==> src/rtl/mul_operand_dispatcher.sv <==
// mul_operand_dispatcher
// Issue stage that feeds a fixed-latency, non-stallable multiplier.
// It queues operand pairs, issues them when a result slot is guaranteed,
// follows each issue through a latency pipe, and buffers the products
// until downstream accepts them. Results leave in issue order.

module mul_operand_dispatcher #(
   parameter int N         = 16,
   parameter int OP_DEPTH  = 4,
   parameter int RES_DEPTH = 4,
   parameter int LATENCY   = 3,
   parameter int ISSUE_GAP = 1
) (
   input  logic           clk,
   input  logic           rst,
   input  logic           in_valid,
   output logic           in_ready,
   input  logic [N-1:0]   in_a,
   input  logic [N-1:0]   in_b,
   output logic           mul_load,
   output logic [N-1:0]   mul_a,
   output logic [N-1:0]   mul_b,
   input  logic [2*N:0]   mul_z,
   output logic           out_valid,
   input  logic           out_ready,
   output logic [2*N:0]   out_z,
   output logic           busy
);

   localparam int ZW       = 2 * N + 1;
   localparam int OP_AW    = $clog2(OP_DEPTH);
   localparam int OP_CW    = OP_AW + 1;
   localparam int RES_AW   = $clog2(RES_DEPTH);
   localparam int RES_CW   = RES_AW + 1;
   localparam int CREDIT_W = RES_CW + 1;
   localparam int GAP_W    = $clog2(ISSUE_GAP) + 1;

   typedef enum logic [1:0] {
      IDLE  = 2'd0,
      RUN   = 2'd1,
      DRAIN = 2'd2
   } state_t;

   // Operand FIFO storage and bookkeeping
   logic [N-1:0]      r_opMemA [OP_DEPTH];
   logic [N-1:0]      r_opMemB [OP_DEPTH];
   logic [OP_AW-1:0]  r_opWr;
   logic [OP_AW-1:0]  r_opRd;
   logic [OP_CW-1:0]  r_opCount;

   // Issue side registers
   logic              r_mulLoad;
   logic [N-1:0]      r_mulA;
   logic [N-1:0]      r_mulB;
   logic [GAP_W-1:0]  r_gapCnt;

   // Latency tracking
   logic [LATENCY-1:0] r_vpipe;
   logic [RES_CW-1:0]  r_inflight;

   // Result FIFO storage and bookkeeping
   logic [ZW-1:0]      r_resMem [RES_DEPTH];
   logic [RES_AW-1:0]  r_resWr;
   logic [RES_AW-1:0]  r_resRd;
   logic [RES_CW-1:0]  r_resCount;

   // Control FSM
   state_t             r_state;
   logic               r_busy;

   // Combinational decisions
   logic               w_push;
   logic               w_issue;
   logic               w_capture;
   logic               w_resPop;
   logic               w_creditOk;
   logic               w_opNotEmpty;
   logic               w_pending;
   logic [CREDIT_W-1:0] w_creditUsed;

   // The ready flag depends only on the stored count, so a full FIFO stays
   // not-ready for the whole cycle even if the head is issued in that cycle.
   assign in_ready     = (r_opCount != OP_CW'(OP_DEPTH));
   assign w_push       = in_valid && in_ready;
   assign w_opNotEmpty = (r_opCount != '0);

   // A slot is reserved for every in-flight product, so the multiplier can
   // never deliver a result the result FIFO has no room for.
   assign w_creditUsed = CREDIT_W'(r_inflight) + CREDIT_W'(r_resCount);
   assign w_creditOk   = (w_creditUsed < CREDIT_W'(RES_DEPTH));
   assign w_issue      = w_opNotEmpty && (r_gapCnt == '0) && w_creditOk;

   assign w_capture    = r_vpipe[LATENCY-1];
   assign w_resPop     = out_valid && out_ready;
   assign w_pending    = (r_inflight != '0) || (r_resCount != '0);

   assign mul_load     = r_mulLoad;
   assign mul_a        = r_mulA;
   assign mul_b        = r_mulB;
   assign out_valid    = (r_resCount != '0);
   assign out_z        = r_resMem[r_resRd];
   assign busy         = r_busy;

   // Operand FIFO: write on an accepted push, advance the head on issue
   always_ff @(posedge clk or negedge rst) begin
      if (!rst) begin
         for (int i = 0; i < OP_DEPTH; i++) begin
            r_opMemA[i] <= '0;
            r_opMemB[i] <= '0;
         end
         r_opWr    <= '0;
         r_opRd    <= '0;
         r_opCount <= '0;
      end else begin
         if (w_push) begin
            r_opMemA[r_opWr] <= in_a;
            r_opMemB[r_opWr] <= in_b;
            r_opWr           <= r_opWr + OP_AW'(1);
         end
         if (w_issue) begin
            r_opRd <= r_opRd + OP_AW'(1);
         end
         case ({w_push, w_issue})
            2'b10:   r_opCount <= r_opCount + OP_CW'(1);
            2'b01:   r_opCount <= r_opCount - OP_CW'(1);
            default: r_opCount <= r_opCount;
         endcase
      end
   end

   // Issue register: one-cycle load pulse, operands held until the next issue, spacing counter
   always_ff @(posedge clk or negedge rst) begin
      if (!rst) begin
         r_mulLoad <= 1'b0;
         r_mulA    <= '0;
         r_mulB    <= '0;
         r_gapCnt  <= '0;
      end else begin
         r_mulLoad <= w_issue;
         if (w_issue) begin
            r_mulA   <= r_opMemA[r_opRd];
            r_mulB   <= r_opMemB[r_opRd];
            r_gapCnt <= GAP_W'(ISSUE_GAP - 1);
         end else if (r_gapCnt != '0) begin
            r_gapCnt <= r_gapCnt - GAP_W'(1);
         end
      end
   end

   // Valid pipe mirrors the multiplier latency; inflight counts issued but not yet captured products
   always_ff @(posedge clk or negedge rst) begin
      if (!rst) begin
         r_vpipe    <= '0;
         r_inflight <= '0;
      end else begin
         r_vpipe[0] <= r_mulLoad;
         for (int i = 1; i < LATENCY; i++) begin
            r_vpipe[i] <= r_vpipe[i-1];
         end
         case ({w_issue, w_capture})
            2'b10:   r_inflight <= r_inflight + RES_CW'(1);
            2'b01:   r_inflight <= r_inflight - RES_CW'(1);
            default: r_inflight <= r_inflight;
         endcase
      end
   end

   // Result FIFO: capture the multiplier output when its pipe slot matures, pop on output handshake
   always_ff @(posedge clk or negedge rst) begin
      if (!rst) begin
         for (int i = 0; i < RES_DEPTH; i++) begin
            r_resMem[i] <= '0;
         end
         r_resWr    <= '0;
         r_resRd    <= '0;
         r_resCount <= '0;
      end else begin
         if (w_capture) begin
            r_resMem[r_resWr] <= mul_z;
            r_resWr           <= r_resWr + RES_AW'(1);
         end
         if (w_resPop) begin
            r_resRd <= r_resRd + RES_AW'(1);
         end
         case ({w_capture, w_resPop})
            2'b10:   r_resCount <= r_resCount + RES_CW'(1);
            2'b01:   r_resCount <= r_resCount - RES_CW'(1);
            default: r_resCount <= r_resCount;
         endcase
      end
   end

   // Activity FSM: RUN while operands wait, DRAIN while only results remain
   always_ff @(posedge clk or negedge rst) begin
      if (!rst) begin
         r_state <= IDLE;
         r_busy  <= 1'b0;
      end else begin
         case (r_state)
            IDLE: begin
               if (w_opNotEmpty) begin
                  r_state <= RUN;
                  r_busy  <= 1'b1;
               end
            end
            RUN: begin
               if (!w_opNotEmpty) begin
                  if (w_pending) begin
                     r_state <= DRAIN;
                     r_busy  <= 1'b1;
                  end else begin
                     r_state <= IDLE;
                     r_busy  <= 1'b0;
                  end
               end
            end
            DRAIN: begin
               if (w_opNotEmpty) begin
                  r_state <= RUN;
                  r_busy  <= 1'b1;
               end else if (!w_pending) begin
                  r_state <= IDLE;
                  r_busy  <= 1'b0;
               end
            end
            default: begin
               r_state <= IDLE;
               r_busy  <= 1'b0;
            end
         endcase
      end
   end

endmodule
==> config.mk <==
export PLATFORM = sky130hd
export DESIGN_NAME = mul_operand_dispatcher
export DESIGN_NICKNAME = d
export VERILOG_FILES = /design/src/rtl/mul_operand_dispatcher.sv
export SDC_FILE = /design/constraint.sdc
export NUM_CORES = 1
export LEC_CHECK = 0
export CORE_UTILIZATION = 50
export DETAILED_ROUTE_END_ITERATION = 7
export GPL_ROUTABILITY_DRIVEN = 0
export PLACE_DENSITY_LB_ADDON = 0.2
export SLEW_MARGIN = 20
export SYNTH_ARGS = -nofsm -noshare
export SYNTH_HDL_FRONTEND = slang
export SYNTH_SLANG_ARGS = --single-unit
==> constraint.sdc <==
create_clock -name clk -period 2.2 [get_ports clk]
set_input_delay 0.44 -clock clk [delete_from_list [all_inputs] [get_ports clk]]
set_output_delay 0.44 -clock clk [all_outputs]
set_load 0.1 [all_outputs]
# Word-level counts from Yosys, hierarchy flattened
# Cells that the tools add are included.
# word_totals
inputBits,69
elab_cells,110
out_inout_bits,69
register_bits,317
# op_classes
bitwise_logic,5
n_mux,33
addsub,12
n_eq_ne,12
n_reduce_logical,15
n_lt_le_gt_ge,7
# op_table
cell,n
$bwmux 132,1
$bwmux 64,2
$mux 33,3
$mux 16,5
$bmux 33 s2,1
$demux 33 s2,1
$bmux 16 s2,2
$demux 16 s2,1
$pmux 3 s2,3
$ge 3x3->1 const B,4
$not 2->3,4
$mux 2,5
$add 3x1->3 const B,3
$reduce_bool 3->1,3
$sub 3x1->3 const B,3
$add 2x1->2 const B,4
$eq 2x1->1 const B,4
$eq 2x2->1 const B,4
$mux 1,7
$logic_and 1x1->1,6
$lt 3x1->1 const B,2
$ne 3x3->1 const B,2
$pmux 2 s3,1
$reduce_bool 2->1,3
9 further kinds,10

# Depth between registers and ports, before layout
# Gate-level depths: netlist of the first run.
# logic_depth
depth_word,6
ltp_mapped,10

# Worst setup path before layout of the first run
# No wires, ideal clock.
# synth_timing
kind,reg2reg
startpoint,register r_inflight[2]
endpoint,register r_inflight[2]
t_arrival_ns,2.280
slack_ns,-0.205
required_time_ns,2.075
period_less_slack_ns,2.405
path_stages_with_launch,10
cell_sequence,dfrtp_1 ha_1 nor3_1 nand3_4 buf_6 ha_1 fa_1 xnor2_1 nor2_1 xor2_1
# synth_between
elab_chain_len,5
# synth_rtl
element,line_no,text
start: declaration,59,logic [RES_CW-1:0] r_inflight;
start signal: assignment,161,2'b10: r_inflight <= r_inflight + RES_CW'(1);
start signal: assignment,162,2'b01: r_inflight <= r_inflight - RES_CW'(1);
start signal: assignment,163,default: r_inflight <= r_inflight;
$add 3x3->4,89,assign w_creditUsed = CREDIT_W'(r_inflight) + CREDIT_W'(r_resCount);
$lt 4x3->1,90,assign w_creditOk = (w_creditUsed < CREDIT_W'(RES_DEPTH));
$logic_and 1x1->1,91,assign w_issue = w_opNotEmpty && (r_gapCnt == '0) && w_creditOk;
$eq 2x1->1 / $eq 2x2->1 (equally long branches),160,"case ({w_issue, w_capture})"
$pmux 3 s2 / $reduce_bool 2->1 (equally long branches),n/a,
# Several ways; a longest one is shown, not always the timed one.
# A chain may end at the register's enable or synchronous reset.

# Final worst setup path of the first run
# layout_timing
startpoint,register r_resRd[0]
endpoint,output out_z[22]
# layout_between
elab_chain_len,4
# layout_rtl
element,line_no,text
start: declaration,64,logic [RES_AW-1:0] r_resRd;
start signal: assignment,183,r_resRd <= r_resRd + RES_AW'(1);
$not 2->3 (implied by the code),101,assign out_z = r_resMem[r_resRd];
$bmux 33 s2,101,
$mux 33 (implied by the code) (2 in series),101,
end: declaration,26,"output logic [2*N:0] out_z,"
# No other way between the ends. The select of a mux whose other input is x is not followed.

==> results of run 1 <==
-- worst max path at each step --
| stage | from | to | slack [ps] | cells past startpoint |
|---|---|---|---|---|
| 2_1_floorplan | r_inflight[2] | r_inflight[2] | -30 | 9 |
| 3_3_place_gp | out_ready | r_resCount[2] | 80 | 8 |
| 3_5_place_dp | r_inflight[2] | r_inflight[2] | 60 | 8 |
| 4_1_cts | r_resRd[0] | out_z[23] | -220 | 4 |
| 5_1_grt | r_resRd[0] | out_z[22] | -200 | 3 |
| 6_report | r_resRd[0] | out_z[22] | -140 | 3 |
-- cells by family (layout without fill, tap and decap cells) --
group | count (synthesis) | count (layout) | share of synthesized area, %
xor+xnor | 16 | 16 | 0.984
mux | 362 | 362 | 36.9
flops | 316 | 316 | 55.5
buf+inv | 56 | 247 | 3.44
simple gates | 28 | 28 | 1.40
compound gates | 4 | 4 | 0.184
fa+ha+maj | 16 | 16 | 1.56
-- stage by stage --
step | setup slack, ps | cell area [µm²] | util [%] | std cells
floorplan | -29.4 | 14300 | - | 798
global placement | 75.0 | 16400 | 58.6 | 1300
detailed placement | 62.6 | 16400 | 58.6 | 1300
CTS | -218 | 17600 | 63.0 | 1367
global route | -203 | 17600 | 63.0 | 1367
finish | -141 | 17600 | 63.0 | 1367
-- layout make-up --
| class | count | share of cell area (%) |
|---|---|---|
| Clock buffer | 51 | 6.13 |
| Inverter | 10 | 0.213 |
| Multi-Input combinational cell | 426 | 33.4 |
| Timing Repair Buffer | 175 | 12.1 |
| Sequential cell | 316 | 44.9 |
| Tap cell | 378 | 2.69 |
| Clock inverter | 11 | 0.469 |
-- state kept, by name, indices dropped and copies added (netlist names) --
name	flops
r_resWr	2
r_state	2
mul_load	1
r_vpipe	3
r_opRd	2
r_resCount	3
r_opWr	2
r_opMemA	64
r_resMem	132
r_opMemB	64
r_opCount	3
mul_a	16
mul_b	16
r_inflight	3
busy	1
r_resRd	2
-- cells in the final DEF, fill, tap and decap left out, drive strengths merged --
master	instances
inv	10
ha	13
and2	1
or3b	1
o21ai	1
mux2i	2
clkinv	9
nand2	7
nand3	7
a21oi	1
xnor2	10
dfrtp	316
dlygate4sd3	1
clkinvlp	1
o2111ai	1
nand4	1
nor3	4
a211oi	1
nor2	4
bufinv	1
buf	107
and3	1
or3	1
fa	3
clkbuf	51
mux2	295
mux4	65
xor2	6
clkdlybuf4s50	67
nor2b	1
-- per-layer routing --
metal	up-vias	track usage, %
li1	3272	-
met1	3904	27.1
met2	138	32.0
met3	41	4.07
met4	0	5.01
met5	-	0
-- what timing repair did --
item	CTS	global route
hold buffers	1	0
gates resized for setup	2	6
cloned	1	0
setup endpoints to repair	34	38
setup buffers	3	1
pin swaps	0	3
endpoints found under the hold margin	27	0
==> flow_metrics.tcl, run 1 <==
set metrics [dict create \
    status "complete, but fails checks" \
    violations "negative setup slack" \
    chipHeight_um 171 \
    crit_chain "buf_12 -> mux4_2 -> buf_12" \
    cts.path.max_buffers 3 \
    r2r-start "r_inflight[2]" \
    num_antenna_cells 0 \
    r2r_slack_ps 100 \
    setup_viol 33 \
    num_vias 7355 \
    reg2reg_to "r_opCount[1]" \
    max-slew-margin-rel_pct 69.6 \
    hpwlAfterDp_um 16500 \
    viasPerCell 5.38 \
    antenna_found_initial 0 \
    core_mm2 0.0279 \
    worst_slew_pin_slew_ps 456 \
    die_area_mm2 0.0292 \
    synth_common_cells "dfrtp_1 (316), mux2_2 (171), mux2_4 (120)" \
    start_util_pct 51.0 \
    nets 1049 \
    crit_buf_inv 2 \
    cts_num_sinks 316 \
    reg2regPathDepth 7 \
    finClkSkew_ps 13.7 \
    seq_area_frac_synth_pct 55.5 \
    dr.pass1.iters 4 \
    netlist_area_mm2 0.0142 \
    multi_input_area_mm2 0.00589 \
    cp_data_arrival_time_ps 1900 \
    grt-ovfl-total 0 \
    tns_ps -3580 \
    grt_use_total_pct 19.7 \
    cp_top_family "multiplexers" \
    synthFlopType "dfrtp_1" \
    yosysMostFrequentCell "dfrtp_1" \
    hold_violations 0 \
    syn_nets 883 \
    drtAntennaViolNets 0 \
    cpMaxStageDelayCell "mux4_2" \
    crit_top_cell "buf_12" \
    numPortBuffers 137 \
    ys_warn_count 0 \
    cp.required_ps 1760 \
    numCtsBuffers 35 \
    synth_top_area_cell "dfrtp_1" \
    grt_pass1_wl_um 44400 \
    min_to "r_vpipe[2]" \
    syn_to_final_growth_pct 23.6 \
    pin_count 138 \
    hold_depth 0 \
    postSynthAreaPerCell_um2 17.8 \
    tritoncts "built" \
    register_area_mm2 0.00791 \
    end_kind "primary output" \
    synth_area_leaders "dfrtp_1 (56%), mux2_2 (14%), mux2_4 (13%), mux4_2 (10%), buf_12 (1.7%)" \
    worstSkewPairLatency_ps 510 \
    slowest_delay_ps 570 \
    grt_max_degree 77 \
    critPathLaunchType "flip-flop" \
    final_max_slew_viol_count 0 \
    async_reset_ff_share_pct 100 \
    wl_met3_um 1260 \
    drtIter0Drc 273 \
    wl_met1_um 12200 \
    grt_pass1_vias 7983 \
    rsz0062_at_grt "yes" \
    layout-drive-gt1-share_pct 54.4 \
    min_period_ps 2340 \
    min_from "r_vpipe[1]" \
    hold_ws_ps 355 \
    hp-class "reg2reg" \
    path_max_fanout 14 \
    htreeDepth 2 \
    fin_ws_ps -141 \
    max_cap_viol_count 0 \
    fin_crit_sh_pct 106 \
    fill_cells 2060 \
    top_layer "met4" \
    drt-total-wl_um 26900 \
    worst-setup-path-type "reg2out" \
    synthCells 798 \
    synth_seq_cells 316 \
    cts.reportedPaths.clkPinSlew_ps 60 \
    max_freq_mhz 427 \
    rows 61 \
    synth_top_area_share_pct 55.5 \
    drc 0 \
    wl_met2_um 12900 \
    wl_per_cell_um 19.7 \
    synth_cell_types 30 \
    die_w_um 171 \
    cts-root-buf "clkbuf_16" \
    synth_edf_count 0 \
]
Power of run 1 is left out: the tool's default activity adds up to more than one toggle a clock period on the data nets, which glitch-free logic cannot reach.
==> run 2, diff against run 1 <==
Clock period 2.2 ns to 2.26 ns, I/O delays scaled along.
==> run 2 against run 1 <==
Net effect:
- the flow still finishes with violations (negative setup slack)
- wire length is essentially flat
- highest routed layer unchanged
- global-route usage shrank 0.11 points
- core utilization grew 0.35 points
- register-to-register slack is essentially flat
- count of clock-buffer cells in the layout is the same
- cell area grew 0.55%
- sequential share of layout area shrank 0.24 points
- die area is the same
- first-iteration DRC count grew 15%
- largest cell class unchanged
==> flow_metrics.tcl, run 2 (synthesized netlist as in run 1, its figures left out) <==
set metrics [dict create \
    status "complete, but fails checks" \
    violations "negative setup slack" \
    die_w_um 171 \
    dr.pass1.iters 4 \
    drt-total-wl_um 27000 \
    nets 1056 \
    cpMaxStageDelayCell "mux4_2" \
    hold_depth 0 \
    reg2regPathDepth 8 \
    num_vias 7313 \
    syn_to_final_growth_pct 24.3 \
    cts.path.max_buffers 3 \
    layout-drive-gt1-share_pct 53.7 \
    hold_violations 0 \
    numCtsBuffers 35 \
    crit_chain "buf_6 -> buf_12 -> mux4_2 -> buf_12" \
    hp-class "reg2reg" \
    cp.required_ps 1810 \
    largest_reg_flops 132 \
    final_cell_area_mm2 0.0177 \
    path_max_fanout 7 \
    num_antenna_cells 0 \
    grt-ovfl-total 0 \
    viasPerCell 5.32 \
    finClkSkew_ps 14.6 \
    chipHeight_um 171 \
    reg2reg_to "r_inflight[2]" \
    antenna_found_initial 0 \
    regMostFlops "r_resMem" \
    r2r_slack_ps 90 \
    grt_pass1_vias 7925 \
    end_kind "primary output" \
    slowest_delay_ps 570 \
    place_inst 1303 \
    top_regs "r_resMem x132, r_opMemA x64, r_opMemB x64" \
    cts.reportedPaths.clkPinSlew_ps 60 \
    cp_top_family "multiplexers" \
    max_cap_viol_count 0 \
    worstSkewPairLatency_ps 510 \
    grt_pass1_wl_um 44100 \
    hpwlAfterDp_um 16700 \
    final_max_slew_viol_count 0 \
    cts-root-buf "clkbuf_16" \
    fin_ws_ps -138 \
    rsz0062_at_grt "yes" \
    cp_data_arrival_time_ps 1950 \
    fill_cells 2055 \
    numPortBuffers 137 \
    r2r-start "r_inflight[2]" \
    die_area_mm2 0.0292 \
    tns_ps -3390 \
    start_util_pct 51.0 \
    min_from "r_vpipe[1]" \
    fin_crit_sh_pct 106 \
    tritoncts "built" \
    min_to "r_vpipe[2]" \
    wl_per_cell_um 19.6 \
    crit_top_cell "buf_12" \
    finalCoreUtilization_pct 63.4 \
    min_period_ps 2400 \
    drtAntennaViolNets 0 \
    max-slew-margin-rel_pct 70.8 \
    layout_common_cells "dfrtp_1 (312), mux2_2 (171), mux2_4 (120), clkdlybuf4s50_1 (67), mux4_2 (65)" \
    critPathLaunchType "flip-flop" \
    grt_use_total_pct 19.6 \
    mostFrequentLayoutCell "dfrtp_1" \
    worst_slew_pin_slew_ps 434 \
    setup_viol 33 \
    drtIter0Drc 314 \
    core_mm2 0.0279 \
    grt_max_degree 69 \
    fin_cells 1374 \
    cts_num_sinks 316 \
    crit_buf_inv 3 \
    dpl_cell_area_mm2 0.0164 \
    worst-setup-path-type "reg2out" \
    pin_count 138 \
    drc 0 \
    rows 61 \
    htreeDepth 2 \
    max_freq_mhz 417 \
]
run 2: layout make-up:
cell class	count	area (µm²)	area share [%]
clock inverter	11	111	0.629
timing repair buffer	182	2280	12.9
tap	378	473	2.67
multi-input combinational	426	5860	33.1
inverter	10	37.5	0.212
sequential	316	7910	44.7
clock buffer	51	1030	5.81
run 2: metal layers:
| layer | vias to the layer above | wire length (µm) | global-route usage (%) |
|---|---|---|---|
| met2 | 140 | 13300 | 32.5 |
| met4 | 0 | 448 | 4.90 |
| met5 | - | 0 | 0 |
| met1 | 3844 | 11900 | 26.3 |
| met3 | 36 | 1270 | 4.07 |
| li1 | 3293 | - | - |
run 2: what timing repair did:
action | 4_1_cts | 5_1_grt
gates resized for setup | 8 | 7
cloned | 3 | 0
setup buffers | 4 | 2
setup endpoints to repair | 33 | 37
hold endpoints to repair | 33 | 0
hold buffers | 1 | 0
run 2: through the flow:
step	hold WS [ps]	setup slack, ps
2_1_floorplan	156	0.102
3_3_place_gp	335	78.7
3_5_place_dp	336	25.8
4_1_cts	352	-183
5_1_grt	369	-207
6_report	353	-138
run 2: worst max-delay path by stage:
stage,slack [ps],cells after the start,start,end
6_report,-140,4,r_resRd[0],out_z[26]
5_1_grt,-210,4,r_resRd[0],out_z[26]
4_1_cts,-180,4,r_resRd[0],out_z[11]
3_5_place_dp,30,8,out_ready,r_resCount[2]
3_3_place_gp,80,8,out_ready,r_resCount[2]
2_1_floorplan,0.1,10,r_opCount[1],r_opCount[2]
Power of run 2 is left out for the same reason.
==> run 3, diff against run 2 <==
Settings changed: SETUP_SLACK_MARGIN set to 0.5, TNS_END_PERCENT set to 30.
==> run 3 against run 2 <==
Net effect:
- the run still ends with negative setup slack left
- clock skew grew 1.1 ps
- count of clock-buffer cells in the layout fell by 1
- die area unchanged
- global-route usage rose by 0.28 points
- critical path type unchanged
- critical endpoint is now out_z[27]
==> flow_metrics.tcl, run 3 (synthesized netlist as in run 1, its figures left out) <==
set metrics [dict create \
    status "complete, but fails checks" \
    violations "negative setup slack" \
    tritoncts "built" \
    worst_slew_pin_slew_ps 417 \
    nets 1079 \
    layout-drive-gt1-share_pct 57.1 \
    start_util_pct 51.0 \
    numCtsBuffers 36 \
    die_area_mm2 0.0292 \
    antenna_found_initial 1 \
    grt_use_total_pct 19.8 \
    pin_count 138 \
    drtIter0Drc 339 \
    critPathLaunchType "flip-flop" \
    cts-root-buf "clkbuf_16" \
    cts.reportedPaths.clkPinSlew_ps 60 \
    grt_pass1_vias 8142 \
    crit_top_cell "buf_12" \
    hold_depth 0 \
    hold_violations 0 \
    chipHeight_um 171 \
    fin_crit_sh_pct 106 \
    finClkSkew_ps 15.6 \
    path_max_fanout 12 \
    setup_viol 33 \
    wl_per_cell_um 19.8 \
    cpMaxStageDelayCell "mux4_2" \
    largest_reg_flops 132 \
    drtAntennaViolNets 0 \
    crit_chain "buf_12 -> mux4_2 -> buf_12" \
    cp_top_family "multiplexers" \
    end_kind "primary output" \
    crit_cells 3 \
    grt_pass1_wl_um 44800 \
    drc 0 \
    cts_num_sinks 316 \
    mostFrequentLayoutCell "dfrtp_1" \
    worst-setup-path-type "reg2out" \
    viasPerCell 5.34 \
    reg2regPathDepth 8 \
    top_regs "r_resMem x132, r_opMemA x64, r_opMemB x64" \
    rsz0062_at_grt "yes" \
    rows 61 \
    max_cap_viol_count 0 \
    crit_buf_inv 2 \
    min_period_ps 2390 \
    final_max_slew_viol_count 0 \
    hpwlAfterDp_um 16900 \
    grt-ovfl-total 0 \
    cp_data_arrival_time_ps 1930 \
    cp.required_ps 1810 \
    finalCoreUtilization_pct 65.2 \
    drt-total-wl_um 27600 \
    grt_max_degree 76 \
    num_vias 7458 \
    dr.pass1.iters 4 \
    worstSkewPairLatency_ps 510 \
    regMostFlops "r_resMem" \
    cts.path.max_buffers 3 \
    numPortBuffers 137 \
    die_w_um 171 \
    core_mm2 0.0279 \
    syn_to_final_growth_pct 27.9 \
    max_freq_mhz 419 \
    hp-class "reg2reg" \
    layout_common_cells "dfrtp_1 (310), mux2_2 (152), mux2_4 (143), clkdlybuf4s50_1 (67), mux4_2 (65)" \
    htreeDepth 2 \
    slowest_delay_ps 570 \
    fin_ws_ps -125 \
    max-slew-margin-rel_pct 72.2 \
]
run 3: path summary, 6_finish.rpt:
path,startpoint,end,slack (ps)
worst min-delay path,r_vpipe[1],r_vpipe[2],350
min in group asynchronous,rst,r_resMem[0],460
worst min register to register,r_vpipe[1],r_vpipe[2],350
worst max-delay path,r_resRd[0],out_z[27],-130
worst max register to register,r_inflight[2],r_inflight[2],90
max in group asynchronous,rst,r_opMemB[18],1060
run 3: final cells by class:
class / instances / area [µm²]
Fill cell: 1969 / 9720
Sequential cell: 316 / 7920
Multi-Input combinational cell: 427 / 6060
Timing Repair Buffer: 203 / 2560
Clock buffer: 50 / 1040
Tap cell: 378 / 473
Clock inverter: 11 / 114
Inverter: 10 / 40.0
Antenna cell: 1 / 2.50
run 3: metrics by stage:
stage / area [µm²] / TNS (ps) / worst slack, ps / instances / hold WS, ps
global placement: 16500 / 0 / 73.1 / 1303 / 334
global route: 18200 / -5500 / -191 / 1395 / 357
detailed placement: 16500 / 0 / 19.4 / 1303 / 335
CTS: 17800 / -3720 / -149 / 1374 / 346
floorplan: 14300 / 0 / 98.7 / 798 / 156
finish: 18200 / -3260 / -125 / 1396 / 351
run 3: layer usage:
layer / up-vias / wire length, µm / track usage (%)
met5: - / 0 / 0
li1: 3329 / - / -
met1: 3954 / 12400 / 26.7
met2: 131 / 13500 / 32.8
met4: 0 / 509 / 5.64
met3: 44 / 1250 / 3.86
run 3: timing repair:
| action | CTS | global route |
|---|---|---|
| hold endpoints to repair | 39 | 0 |
| gates resized for setup | 32 | 41 |
| setup endpoints to repair | 199 | 186 |
| buffers inserted | 9 | 17 |
| pin swaps | 17 | 8 |
| cloned | 0 | 4 |
| hold buffers | 1 | 0 |
Power of run 3 is left out for the same reason.
